## config.mk

```make
export PLATFORM = sky130hd
export DESIGN_NAME = sseg_scan_driver
export DESIGN_NICKNAME = d
export VERILOG_FILES = /design/src/rtl/sseg_scan_driver.sv
export SDC_FILE = /design/constraint.sdc
export NUM_CORES = 1
export LEC_CHECK = 0
export ABC_CLOCK_PERIOD_IN_PS = 2100
export CAP_MARGIN = 10
export CORE_MARGIN = 4
export CORE_UTILIZATION = 47
export CTS_CLUSTER_DIAMETER = 80
export DETAILED_ROUTE_END_ITERATION = 10
export PLACE_DENSITY = 0.75
export REMOVE_ABC_BUFFERS = 1
export SYNTH_ARGS = -nofsm -noshare
export SYNTH_HDL_FRONTEND = slang
export SYNTH_SLANG_ARGS = --single-unit
```

## constraint.sdc

```tcl
create_clock -name clk -period 2.1 [get_ports clk]
set_clock_uncertainty 0.05 [all_clocks]
set_input_delay 0.315 -clock clk [delete_from_list [all_inputs] [get_ports clk]]
set_output_delay 0.315 -clock clk [all_outputs]
set_load 0.01 [all_outputs]
```

## src/rtl/sseg_scan_driver.sv

```systemverilog
// Time-multiplexed hex seven-segment driver. Shadow registers are reloaded once per frame.
// Optional build macro: SSEG_LEADING_ZERO_BLANK_EN (blank leading zero digits).
module sseg_scan_driver #(
    parameter int NUM_DIGITS  = 4,
    parameter int REFRESH_DIV = 100000
) (
    input  logic                    clk,
    input  logic                    rst,
    input  logic [4*NUM_DIGITS-1:0] value,
    input  logic [NUM_DIGITS-1:0]   dp_in,
    input  logic [NUM_DIGITS-1:0]   digit_en,
    output logic [NUM_DIGITS-1:0]   an,
    output logic [6:0]              seg,
    output logic                    dp,
    output logic                    frame_tick
);

    localparam int CW = $clog2(REFRESH_DIV);
    localparam int IW = (NUM_DIGITS > 1) ? $clog2(NUM_DIGITS) : 1;
    localparam logic [CW-1:0] CNT_MAX = CW'(REFRESH_DIV - 1);
    localparam logic [IW-1:0] IDX_MAX = IW'(NUM_DIGITS - 1);

    logic [CW-1:0]           cnt_q, cnt_d;
    logic [IW-1:0]           idx_q, idx_d;
    logic [4*NUM_DIGITS-1:0] sh_val_q;
    logic [NUM_DIGITS-1:0]   sh_dp_q, sh_en_q;
    logic [NUM_DIGITS-1:0]   an_q, an_d;
    logic [6:0]              seg_q, seg_d;
    logic                    dp_q, dp_d;
    logic                    tick_q;

    logic                    cnt_wrap, frame_end;
    logic [NUM_DIGITS-1:0]   lz_blank;
    logic [3:0]              cur_nib;
    logic                    cur_dp, cur_en, cur_lz, blank;

    function automatic logic [6:0] hex7(input logic [3:0] n);
        case (n)
            4'h0: hex7 = 7'b1000000;
            4'h1: hex7 = 7'b1111001;
            4'h2: hex7 = 7'b0100100;
            4'h3: hex7 = 7'b0110000;
            4'h4: hex7 = 7'b0011001;
            4'h5: hex7 = 7'b0010010;
            4'h6: hex7 = 7'b0000010;
            4'h7: hex7 = 7'b1111000;
            4'h8: hex7 = 7'b0000000;
            4'h9: hex7 = 7'b0010000;
            4'hA: hex7 = 7'b0001000;
            4'hB: hex7 = 7'b0000011;
            4'hC: hex7 = 7'b1000110;
            4'hD: hex7 = 7'b0100001;
            4'hE: hex7 = 7'b0000110;
            default: hex7 = 7'b0001110;
        endcase
    endfunction

    assign cnt_wrap  = (cnt_q == CNT_MAX);
    assign frame_end = cnt_wrap && (idx_q == IDX_MAX);

`ifdef SSEG_LEADING_ZERO_BLANK_EN
    // upper_zero[i]: shadow nibbles and dp bits i..NUM_DIGITS-1 are all zero
    logic [NUM_DIGITS:0] upper_zero;
    assign upper_zero[NUM_DIGITS] = 1'b1;
    for (genvar gi = 0; gi < NUM_DIGITS; gi++) begin : g_lz
        assign upper_zero[gi] = upper_zero[gi+1] & (sh_val_q[4*gi +: 4] == 4'h0) & ~sh_dp_q[gi];
        if (gi == 0) begin : g_first
            assign lz_blank[gi] = 1'b0;
        end else begin : g_upper
            assign lz_blank[gi] = upper_zero[gi];
        end
    end
`else
    assign lz_blank = '0;
`endif

    always_comb begin
        cnt_d = cnt_wrap ? '0 : cnt_q + 1'b1;
        idx_d = idx_q;
        if (cnt_wrap) begin
            idx_d = (idx_q == IDX_MAX) ? '0 : idx_q + 1'b1;
        end

        cur_nib = 4'h0;
        cur_dp  = 1'b0;
        cur_en  = 1'b0;
        cur_lz  = 1'b0;
        for (int i = 0; i < NUM_DIGITS; i++) begin
            if (idx_q == IW'(i)) begin
                cur_nib = sh_val_q[4*i +: 4];
                cur_dp  = sh_dp_q[i];
                cur_en  = sh_en_q[i];
                cur_lz  = lz_blank[i];
            end
        end
        blank = ~cur_en | cur_lz;

        an_d = '1;
        for (int i = 0; i < NUM_DIGITS; i++) begin
            if (!blank && idx_q == IW'(i)) begin
                an_d[i] = 1'b0;
            end
        end
        seg_d = blank ? 7'b1111111 : hex7(cur_nib);
        dp_d  = blank ? 1'b1 : ~cur_dp;
    end

    always_ff @(posedge clk) begin
        if (rst) begin
            cnt_q    <= '0;
            idx_q    <= '0;
            sh_val_q <= '0;
            sh_dp_q  <= '0;
            sh_en_q  <= '0;
            an_q     <= '1;
            seg_q    <= 7'b1111111;
            dp_q     <= 1'b1;
            tick_q   <= 1'b0;
        end else begin
            cnt_q  <= cnt_d;
            idx_q  <= idx_d;
            an_q   <= an_d;
            seg_q  <= seg_d;
            dp_q   <= dp_d;
            tick_q <= frame_end;
            if (frame_end) begin
                sh_val_q <= value;
                sh_dp_q  <= dp_in;
                sh_en_q  <= digit_en;
            end
        end
    end

    assign an         = an_q;
    assign seg        = seg_q;
    assign dp         = dp_q;
    assign frame_tick = tick_q;

endmodule
```

==> key figures <==
Power
  • Cell Pwr Density: a little under 600 nW/um^2
  • Sw frac: 0.208
  • P_leak: between 1 and 1.5 nW
  • Seq pwr share: 0.575
  • Switch Pwr: just under 0.4 mW
  • Internal power: between 1 and 1.5 mW
  • VDD IR-drop max: around 0.00047 V
  • Power share of the combinational group: 0.040
  • Clk pwr share: 0.385

Setup path
  • Worst EP arrival: ~2.2 ns
  • Reg2reg setup slack: between 0.02 and 0.03 ns
  • Slowest cell on the critical path: dfxtp_4
  • CP delay by family, top: adder cells
  • Max stage delay on crit path: roughly 0.38 ns
  • Worst-path maximum fanout: 5
  • Crit path capture type: flip-flop
  • Setup crit start: idx_q[0]
  • Setup crit start kind: flip-flop
  • CP Depth: 11
  • RR Startpoint: idx_q[0]
  • Crit-path cells: inv_2 -> buf_4 -> ha_4 -> nand2_1 -> o211ai_1 -> nand2_1 -> buf_4 -> ha_1 -> mux2_2 -> nand2_1 -> o211ai_1
  • Reg2reg path depth: 11
  • Critical Path RT: about 2.3 ns
  • Buf+Inv Stages, Crit Path: 3
  • Crit path kind: reg -> reg
  • Cell mode on critical path: nand2_1

Timing
  • Slew headroom: 0.563
  • Final setup fails: 0
  • Hold WS: 0.418 ns
  • Endpoints failing hold: 0
  • F_max: 483 MHz
  • RSZ-0062 raised after global routing: true
  • TNS Setup: 0 ns
  • Actual transition at the worst max-transition pin: about 0.65 ns
  • Final period util: 0.986
  • Min Tclk post-route: roughly 2.1 ns
  • Final Max Tran Viols: 0

Final layout
  • Final-layout fill cell count: about 400
  • Ratio of cells with drive above 1 in the final layout: 0.183
  • Non-filler instance count after layout: between 300 and 400
  • N_diodes: 0
  • Seq. cell area: 1130 um^2
  • Area of the multi-input gates: about 1200 um^2
  • Nets: between 300 and 400
  • Final Core Density: 0.650
  • Final instance area: about 3200 um^2
  • Area Overhead vs Synth: 30.2%

Logic synthesis
  • XOR/XNOR Fraction of Synth Area: 0.0579
  • Area leader, netlist: dfxtp_1
  • Adder-Cell Fraction of Synth Area: 0.0569
  • Share of the synthesized area in the top cell type: 0.463
  • Cell with the most instances after synthesis: dfxtp_1
  • Ys async rst share: 0
  • Synth Flop Type: dfxtp_1
  • Register bit total from synthesis: between 50 and 60
  • Largest family of logic cells by synthesized area: simple AND/OR/NAND/NOR gates
  • Mapped Area: ~2400 um^2
  • Fraction of synthesized area in multiplexers: 0.0352
  • Synth Instances: 243
  • Seq/Total Area, Yosys: 0.463
  • Avg Inst Size Synth: ~10 um^2
  • Synth warn: 0
  • Commonest cells in the netlist: dfxtp_1 (56), nand2_1 (26), nor2_1 (26)
  • Area contributors post-synth: dfxtp_1 (46%), a22o_1 (8.7%), ha_1 (5.7%), nand2_1 (4.0%), nor2_1 (4.0%)
  • Simple-gate share of the synthesized area: 0.184
  • Number of synthesized flops with an enable pin: 0
  • Synth cell types: 40
  • Post-synthesis compound-gate area fraction: 0.151

Route
  • Routed WL: roughly 4.9 mm
  • DRC violations left: 0
  • Vias: 1895
  • Pre-Repair DR Iteration Count: 4
  • Avg WL per Cell: 13.5 um
  • 1st-iter DRT viols: 63
  • Routed Antenna Nets: 0
  • Avg Vias per Cell: about 5.2

Die
  • I/O pins: 39
  • DIE WIDTH: 79.8 um
  • Chip height: 79.8 um
  • Initial Util: 0.499
  • Core area: between 4000 and 5000 um^2
  • Die area: ~6400 um^2
  • FP Rows: 25

Clocking
  • Clock root cell: clkbuf_8
  • Post-CTS Hold Buffers: 0
  • CTS tree: done
  • CTS Buf Count: 5
  • Total number of H-tree levels: 2
  • Clock Pin Slew Worst Setup and Hold Paths: ~0.1 ns
  • CTS Buffer Depth: 2
  • Worst skew pair latency: between 0.3 and 0.4 ns
  • Num Clock Sinks: between 50 and 60

Placement
  • PortBufs: 38
  • Gpl congestion: 0.799
  • Dpl cell area: about 2900 um^2
  • HPWL Detailed: ~3.4 mm
  • Placed Instances: around 360

Run
  • Max Cap Violations: 0

GRT
  • GRT Total Usage: 0.157
  • Number of global-route vias before repair: roughly 1800
  • Initial antenna violation count: 0
  • Global route overflow: 0
  • First-pass GRT wire length: about 8 mm
  • Pin count of the biggest net entering global routing: 26

Min path
  • WHS Path Cells: 1
  • HP Start: sh_en_q[3]
  • Hold Crit Class: reg -> reg

Status
  • Status: complete, no violations
logic make-up (layout without fill, tap and decap cells):
| group | Yosys count | in the layout |
|---|---|---|
| AO/OA/AOI/OAI | 45 | 45 |
| XOR/XNOR | 16 | 16 |
| adder cells (fa/ha/maj) | 11 | 11 |
| buffers and inverters | 20 | 77 |
| flip-flops | 56 | 56 |
| multiplexers | 8 | 8 |
| AND/OR/NAND/NOR | 87 | 87 |
layout make-up:
type                       count  area share
clock buffer                   5      0.0218
clock inverter                 3      0.0147
inverter                       8     0.00953
multi-input combinational    167       0.394
sequential                    56       0.357
tap                           67      0.0266
timing repair buffer          61       0.176
power by group through the flow:
stage	Clock (mW)	Combinational, mW	Sequential (mW)
detailed placement	0	0.0731	1.10
global placement	0	0.0721	1.10
floorplan	0	0.0171	1.09
global route	0.767	0.0800	1.07
CTS	0.726	0.0731	1.07
finish	0.715	0.0744	1.07
flip-flops by register name, indices dropped and copies added, names as in the netlist:
| signal | cells |
|---|---|
| sh_dp_q | 4 |
| sh_en_q | 4 |
| dp | 1 |
| an | 4 |
| sh_val_q | 16 |
| seg | 7 |
| frame_tick | 1 |
| cnt_q | 17 |
| idx_q | 2 |
final timing paths:
kind,to
worst min register to register,an[3]
worst max-delay path,seg[5]
worst min-delay path,an[3]
worst max register to register,seg[5]
per-layer routing:
| metal | vias to the layer above | share of wire | track usage |
|---|---|---|---|
| li1 | 954 | - | - |
| met1 | 898 | 0.48 | 0.202 |
| met2 | 37 | 0.47 | 0.260 |
| met3 | 6 | 0.036 | 0.0384 |
| met4 | 0 | 0.012 | 0.0456 |
| met5 | - | 0 | 0 |
placed cells by master (no fill, tap or decap), types with 3 or more instances in the layout:
cell type / count
dfxtp_1: 54
clkdlybuf4s50_1: 38
nand2_1: 26
nor2_1: 26
a22o_1: 24
buf_4: 23
xnor2_1: 9
xor2_1: 7
ha_1: 7
nand3b_1: 6
inv_1: 6
nand3_1: 5
a21oi_1: 5
clkbuf_8: 5
nor2b_1: 4
o21ai_0: 4
mux2_2: 4
o211ai_1: 3
nand4_1: 3
mux2i_1: 3
ha_4: 3
timing repair:
| action | in CTS | in global routing |
|---|---|---|
| buffers inserted | 0 | 3 |
| pin swaps | 0 | 1 |
| resized for setup | 4 | 14 |
| endpoints found under the setup margin | 28 | 47 |
| cloned | 0 | 0 |
worst register-to-register path: cells and delay by family (launching register included):
kind                       cells  cell delay [ns]
adders and majority gates      2             0.41
DFF                            1             0.38
buffers and inverters          3             0.36
muxes                          1             0.30
AOI/OAI and AO/OA              2             0.24
and+or+nand+nor                3             0.21
metrics by stage:
step	setup slack, ns	total power, mW
detailed placement	-0.0485	1.17
finish	0.0292	1.86
CTS	-0.0312	1.87
global route	-0.0762	1.92
global placement	0.0118	1.17
floorplan	-0.177	1.11
Power figures use the tool's default switching activity.
